--- config.mk ---
export PLATFORM = sky130hd
export DESIGN_NAME = s2mm_stream_packer
export DESIGN_NICKNAME = d
export VERILOG_FILES = /design/src/rtl/s2mm_stream_packer.sv
export SDC_FILE = /design/constraint.sdc
export NUM_CORES = 1
export LEC_CHECK = 0
export BUFFER_PORTS_ARGS = -buffer_cell sky130_fd_sc_hd__buf_2
export CAP_MARGIN = 10
export CORE_MARGIN = 1.5
export CORE_UTILIZATION = 39
export DETAILED_ROUTE_END_ITERATION = 16
export HOLD_SLACK_MARGIN = 0.08
export PLACE_DENSITY_LB_ADDON = 0.15
export RECOVER_POWER = 25
export SLEW_MARGIN = 40
export SYNTH_ARGS = -nofsm -noshare
export SYNTH_HDL_FRONTEND = slang
export SYNTH_SLANG_ARGS = --single-unit
export TNS_END_PERCENT = 20
--- constraint.sdc ---
create_clock -name clk -period 7.6 [get_ports clk]
set_input_delay 0.76 -clock clk [delete_from_list [all_inputs] [get_ports clk]]
set_output_delay 0.76 -clock clk [all_outputs]
set_load 0.02 [all_outputs]
--- src/rtl/s2mm_stream_packer.sv ---
// s2mm_stream_packer
//   Packs a narrow AXI-Stream of IN_W-bit samples into RATIO-lane wide beats
//   for the DMA S2MM data input. A word closes when its last lane fills or an
//   input tlast arrives; short words are zero-padded with tkeep cleared on the
//   empty lanes. Output tlast marks the end of a frame, either from the input
//   tlast or from a programmable beat count.
//
// Ports
//   clk, resetn       rising-edge clock, synchronous active-low reset
//   cfg_frame_beats   output beats per frame (0: only s_tlast ends a frame),
//                     captured on the first sample of each frame
//   s_t*              narrow input stream (valid/ready/data/last)
//   m_t*              wide output stream (valid/ready/data/keep/last)
//   stat_frames       count of frames emitted, wrapping
//   stat_short        one-cycle pulse when s_tlast ends a frame before the
//                     configured length
module s2mm_stream_packer #(
   parameter int IN_W  = 32,
   parameter int RATIO = 4,
   parameter int CNT_W = 16
) (
   input  logic                      clk,
   input  logic                      resetn,
   input  logic [CNT_W-1:0]          cfg_frame_beats,
   input  logic                      s_tvalid,
   output logic                      s_tready,
   input  logic [IN_W-1:0]           s_tdata,
   input  logic                      s_tlast,
   output logic                      m_tvalid,
   input  logic                      m_tready,
   output logic [IN_W*RATIO-1:0]     m_tdata,
   output logic [IN_W*RATIO/8-1:0]   m_tkeep,
   output logic                      m_tlast,
   output logic [CNT_W-1:0]          stat_frames,
   output logic                      stat_short
);

   localparam int OUT_W      = IN_W * RATIO;
   localparam int KEEP_W     = OUT_W / 8;
   localparam int LANE_BYTES = IN_W / 8;
   localparam int LANE_W     = (RATIO > 1) ? $clog2(RATIO) : 1;

   typedef enum logic {
      IDLE,
      FILL
   } frame_state_t;

   frame_state_t state, state_next;

   logic [IN_W-1:0]   lane_data [RATIO];
   logic [LANE_W-1:0] lane;
   logic [RATIO-1:0]  mask;
   logic [CNT_W-1:0]  beat;
   logic [CNT_W-1:0]  cfg_q;

   logic              accept;
   logic              first;
   logic              last_lane;
   logic              complete;
   logic [CNT_W-1:0]  cfg_eff;
   logic [CNT_W:0]    beat_inc;
   logic              len_hit;
   logic              short_hit;
   logic              word_last;
   logic [CNT_W-1:0]  beat_after;
   logic [OUT_W-1:0]  word_data;
   logic [KEEP_W-1:0] word_keep;

   assign s_tready = resetn && (!m_tvalid || m_tready);
   assign accept   = s_tvalid && s_tready;

   // IDLE coincides exactly with beat == 0 && lane == 0 (see state_next),
   // so it marks the first sample of a frame.
   assign first     = (state == IDLE);
   // The first sample of a frame already obeys the length it latches.
   assign cfg_eff   = first ? cfg_frame_beats : cfg_q;
   assign last_lane = (lane == LANE_W'(RATIO - 1));
   assign complete  = accept && (last_lane || s_tlast);

   // Beat arithmetic is one bit wider so beat+1 never aliases to 0.
   assign beat_inc   = {1'b0, beat} + (CNT_W + 1)'(1);
   assign len_hit    = (cfg_eff != '0) && (beat_inc == {1'b0, cfg_eff});
   assign short_hit  = s_tlast && (cfg_eff != '0) && (beat_inc < {1'b0, cfg_eff});
   assign word_last  = s_tlast || len_hit;
   assign beat_after = word_last ? '0 : beat_inc[CNT_W-1:0];

   // Assemble the completing word: stored lanes, the incoming sample in the
   // current lane, and zeros with cleared keep above it.
   always_comb begin
      word_data = '0;
      word_keep = '0;
      for (int unsigned k = 0; k < RATIO; k++) begin
         if (lane == LANE_W'(k)) begin
            word_data[k*IN_W +: IN_W]             = s_tdata;
            word_keep[k*LANE_BYTES +: LANE_BYTES] = '1;
         end else if (mask[k]) begin
            word_data[k*IN_W +: IN_W]             = lane_data[k];
            word_keep[k*LANE_BYTES +: LANE_BYTES] = '1;
         end
      end
   end

   // Frame FSM: back to IDLE whenever an accept leaves lane and beat at 0.
   always_comb begin
      state_next = state;
      if (accept) begin
         if (complete && (beat_after == '0))
            state_next = IDLE;
         else
            state_next = FILL;
      end
   end

   always_ff @(posedge clk) begin
      if (!resetn)
         state <= IDLE;
      else
         state <= state_next;
   end

   // Lane storage needs no reset: the mask gates every read.
   always_ff @(posedge clk) begin
      if (accept)
         lane_data[lane] <= s_tdata;
   end

   always_ff @(posedge clk) begin
      if (!resetn) begin
         lane  <= '0;
         mask  <= '0;
         beat  <= '0;
         cfg_q <= '0;
      end else if (accept) begin
         if (first)
            cfg_q <= cfg_frame_beats;
         if (complete) begin
            lane <= '0;
            mask <= '0;
            beat <= beat_after;
         end else begin
            lane       <= lane + LANE_W'(1);
            mask[lane] <= 1'b1;
         end
      end
   end

   always_ff @(posedge clk) begin
      if (!resetn) begin
         m_tvalid    <= 1'b0;
         m_tdata     <= '0;
         m_tkeep     <= '0;
         m_tlast     <= 1'b0;
         stat_frames <= '0;
         stat_short  <= 1'b0;
      end else begin
         stat_short <= complete && short_hit;
         if (complete) begin
            m_tvalid <= 1'b1;
            m_tdata  <= word_data;
            m_tkeep  <= word_keep;
            m_tlast  <= word_last;
            if (word_last)
               stat_frames <= stat_frames + CNT_W'(1);
         end else if (m_tready) begin
            m_tvalid <= 1'b0;
         end
      end
   end

endmodule

# == Yosys cells after proc, flatten, opt, wreduce, memory -nomap -nowiden ==
# Memories as Yosys holds them, arrays and structs flattened.
# Cells that the tools add are included.
# word_totals
word_cells,69
mem_count,1
ff_bits,202
ramBits,128
# op_classes
n_reduce_logical,19
bitwise,1
n_lt_le_gt_ge,3
muxes,27
n_eq_ne,4
addsub,3
# memory_table
name,depth,width,rd,rd_ports_with_merged_regs,write_ports,line,rtl
lane_data,4,32,4,0,1,50,logic [IN_W-1:0] lane_data [RATIO];
# op_table
cell,count
$mux W32,8
$mux W4,9
$mux W16,2
$add A16 B1 Y17 const B,1
$eq A17 B16 Y1,1
$lt A17 B16 Y1,1
$add A16 B1 Y16 const B,1
$logic_not A16 Y1,1
$reduce_bool A16 Y1,1
$logic_and A1 B1 Y1,9
$mux W1,6
$eq A2 B2 Y1 const B,2
$or A4 B4 Y4,1
$reduce_and A2 Y1,2
$logic_or A1 B1 Y1,3
$lt A2 B3 Y1 const B,1
$add A2 B1 Y2 const B,1
$demux W1 S2,1
$eq A2 B1 Y1 const B,1
$ge A2 B1 Y1 const B,1
$logic_not A2 Y1,1
$mux W2,1
$reduce_bool A2 Y1,1
$logic_not A1 Y1,1

# == Longest topological paths before layout ==
# depth
ltp_word,8
depth_mapped,15
mapped_depth_nobuf,12

# == Worst setup path after synthesis ==
# Ideal clock, no wire load.
# synth_timing
kind,reg-to-reg
start,register beat[0]
end,register stat_frames[14]
stages_incl_launch_ff,13
required_time_ns,7.528
period_less_slack_ns,3.233
path_buffers,0
slack_ns,4.367
t_arrival_ns,3.162
setup_time_ns,0.072
cell_sequence,dfxtp_1 > ha_1 > nand3_4 > or4_4 > nor3_4 > xor2_2 > ha_1 > nand2_1 > nor3_1 > and2_1 > nand4_1 > a2111oi_2 > mux2i_1
# synth_between
elab_chain_len,5
# synth_lines
item,line,rtl
"start, declared",53,logic [CNT_W-1:0] beat;
"start signal, assigned",139,beat <= beat_after;
$add A16 B1 Y17,81,"assign beat_inc = {1'b0, beat} + (CNT_W + 1)'(1);"
$eq A17 B16 Y1,82,"assign len_hit = (cfg_eff != '0) && (beat_inc == {1'b0, cfg_eff});"
$logic_and A1 B1 Y1,82,
$logic_or A1 B1 Y1,84,assign word_last = s_tlast || len_hit;
$reduce_and A2 Y1 (no line),n/a,
"end signal, assigned",163,stat_frames <= stat_frames + CNT_W'(1);
"end, declared",34,"output logic [CNT_W-1:0] stat_frames,"
# Every way passes these cells.
# A chain may end at the register's enable or synchronous reset.

# == Worst setup path after layout ==
# layout_timing
start,input resetn
end,register stat_frames[14]
# layout_between
elab_chain_len,4
# layout_lines
item,line,rtl
"start, declared",23,"input logic resetn,"
$logic_and A1 B1 Y1,69,assign s_tready = resetn && (!m_tvalid || m_tready);
$logic_and A1 B1 Y1,70,assign accept = s_tvalid && s_tready;
$logic_and A1 B1 Y1,78,assign complete = accept && (last_lane || s_tlast);
$reduce_and A2 Y1 (no line),n/a,
# Several ways; a longest one is shown, not always the timed one.

==> flow_metrics.py <==
metrics = {
    "run_status": {
        "run_status": "finished with violations",
        "violations": "max-capacitance violations, max-slew violations",
    },
    "critical_path": {
        "slowest_delay_ns": 2.14,
        "cp.required_ns": 8.04,
        "crit_path_top_delay_cell": "clkbuf_1",
        "critical_path.startpoint_type": "input pin",
        "crit_chain": "clkbuf_1 > and3_1 > buf_4 > o21a_1 > nand4_1 > a2111oi_2 > mux2i_1",
        "critPathKind": "in2reg",
        "crit_fanout": 68,
        "crit_buf_inv": 2,
        "setup.worst_path.end_class": "register",
        "crit_family": "buffers and inverters",
        "arrival_ns": 5.43,
    },
    "finish": {
        "final_common_cell": "dfxtp_1",
        "fillers": 3106,
        "antenna_cells": 0,
        "final_cell_mix": "189 x dfxtp_1, 161 x buf_2, 146 x nand3_1, 136 x o21ai_0, 128 x edfxtp_1",
        "finalCoreUtilization_pct": 47.2,
        "register_area_um2": 7650,
        "drive_above_1_share_pct": 18.9,
        "area_delta_synth_final_pct": 19.8,
        "nets": 1385,
        "multiInputGateArea_um2": 4640,
    },
    "pwr": {
        "p_int_uw": 2950,
        "ir_drop_mv": 0.134,
        "power_frac_seq_pct": 48.1,
        "pwr-share-clk_pct": 45.7,
        "swShare_pct": 22.9,
        "p_leak_uw": 0.00564,
        "p_comb_share_pct": 6.3,
        "total_power_uw": 3830,
        "switchingPower_uw": 878,
        "power_density_nw_per_um2": 251,
    },
    "synth": {
        "async_flop_share_pct": 0,
        "ys_seq_area_share_pct": 60.0,
        "yosysWarnings": 0,
        "synth_edf_count": 128,
        "ys_ff_latch": 318,
        "syn_avg_cell_area_um2": 11.0,
        "synthCells": 1157,
        "synth_fp_nets": 1232,
        "ys.flop_type": "dfxtp_1",
        "synth_cell_types": 61,
        "syn-cell-area_um2": 12700,
    },
    "placement": {
        "hpwlAfterDp_um": 21200,
        "port-buffer-count": 216,
        "pre_cts_ws_ns": 3.57,
        "globalplace.congestion": 0.819,
    },
    "clock_tree": {
        "cts-hold-fix-buffers": 0,
        "cts_tree": "built",
        "cts_sinks": 318,
        "ctsRootBufferMaster": "clkbuf_16",
        "clk_path_buf_depth": 3,
        "insertion_delay_ns": 0.52,
        "cts_resized": 0,
        "cts-htree-levels": 2,
        "clk_pin_slew_ns": 0.06,
        "cts_setup_buffers": 0,
        "numCtsBuffers": 36,
    },
    "floorplanning": {
        "core_area_um2": 32400,
        "rows": 66,
        "die_x_um": 184,
        "dieArea_um2": 33800,
        "initial_core_util_pct": 39.4,
        "ios": 217,
        "fp.dieH_um": 184,
    },
    "global_route": {
        "grt_overflow_total": 0,
        "grt_util_met1_pct": 28.8,
        "first_global_vias": 8951,
        "met2_usage_pct": 30.7,
        "grt_pass1_wl_um": 53100,
        "grt_antenna_before_repair": 0,
        "grt_max_degree": 149,
        "busiest_layer": "met2",
        "grt_use_met3_pct": 4.26,
        "track_usage_pct": 20.1,
    },
    "timing": {
        "max_freq_mhz": 200,
        "holdWs_ns": 0.464,
        "maxSlewViolCount": 69,
        "worst_pin_slew_ns": 3.10,
        "fin_skew_ns": 0.0126,
        "fin_crit_ns": 4.99,
        "tns_ns": 0,
        "fin_ws_ns": 2.61,
        "period_share_pct": 65.7,
        "setup_violations": 0,
        "hold_viol": 0,
        "rsz0062_at_grt": "no",
        "relSlewSlack_pct": -107,
    },
    "hold_path": {
        "hold_path.class": "reg2reg",
    },
    "flow_run": {
        "cap_violations": 1,
    },
    "route": {
        "num_vias": 9555,
        "drc": 0,
        "ant_nets": 0,
        "dr.first_iter.drc_count": 683,
        "avgRoutedWirePerCell_um": 19.3,
        "firstDrtPassIters": 5,
        "wirelength_um": 34300,
        "avgViaCountPerCell": 5.37,
    },
}
[power by group through the flow]
| stage | combinational, uW | clock [uW] | sequential (uW) |
|---|---|---|---|
| after CTS | 245 | 1780 | 1840 |
| after global placement | 236 | 0 | 1880 |
| after global routing | 265 | 1860 | 1840 |
| after detailed placement | 244 | 0 | 1880 |
| after floorplan | 134 | 0 | 1890 |
| final | 240 | 1750 | 1840 |
[synth_stat cells (all sizes together) (4+ instances only)]
cell      n  share of area [%]
a211oi   18                1.1
a21o      9               0.53
a21oi    23               0.90
a22o      9               0.62
a22oi   125                7.4
and2     10               0.49
and3      8               0.39
and4      5               0.34
buf      43                2.0
clkbuf   69                2.0
dfxtp   190                 30
edfxtp  128                 30
ha       22                2.2
inv       8               0.24
mux2i    31                2.4
nand2    45                1.3
nand2b   13               0.64
nand3   148                5.9
nand4     8               0.39
nor2     34                1.1
nor2b     6               0.29
nor3     16               0.72
nor4      6               0.46
o21a      4               0.24
o21ai   138                5.4
xnor2    10               0.69
xor2      4               0.33
[stage by stage]
| step | std cells | area (um^2) |
|---|---|---|
| floorplan | 1157 | 12700 |
| global route | 1779 | 15300 |
| CTS | 1779 | 15300 |
| global placement | 1708 | 14000 |
| finish | 1779 | 15300 |
| detailed placement | 1714 | 14100 |
[tightest hold or removal path: stages (launching register included)]
cell	delay [ns]
dfxtp_1	0.32
nand2_1	0.05
nand3_1	0.06
[flip-flops by register name (all words and copies together), names as in the netlist]
name and cells:
mask 4, cfg_q 16, beat 16, m_tvalid 1, m_tlast 1, stat_frames 16, lane 2, m_tdata 128
stat_short 1, state 1, lane_data 128, m_tkeep 4
[cell type report]
cell class	count	area share (%)
Sequential cell	318	50.1
Multi-Input combinational cell	719	30.4
Timing Repair Buffer	227	7.82
Clock buffer	57	7.20
Tap cell	442	3.62
Clock inverter	8	0.664
Inverter	8	0.197
[final timing paths]
check                          to  slack, ns  depth (start not counted)    start
setup / recovery  stat_frames[14]       2.61                          7   resetn
hold / removal            m_tlast       0.46                          2  m_tlast
setup reg to reg  stat_frames[14]       3.55                         12  beat[0]
hold reg to reg           m_tlast       0.46                          2  m_tlast
[per-layer routing]
| metal | up-vias | routed length, um |
|---|---|---|
| met5 | - | 0 |
| met2 | 277 | 15100 |
| met4 | 0 | 702 |
| met3 | 49 | 2170 |
| met1 | 4589 | 16400 |
| li1 | 4640 | - |
[logic make-up (layout without fill, tap and decap cells)]
group | count (synthesis) | after routing | synth area share (%)
multiplexers | 34 | 34 | 2.70
flip-flops | 318 | 318 | 60.0
AO/OA/AOI/OAI | 339 | 339 | 17.0
buffers and inverters | 120 | 300 | 4.27
adder cells (fa/ha/maj) | 22 | 22 | 2.16
AND/OR/NAND/NOR | 310 | 310 | 12.8
XOR/XNOR | 14 | 14 | 1.02
Note: power is estimated with default switching activity, not from simulation.
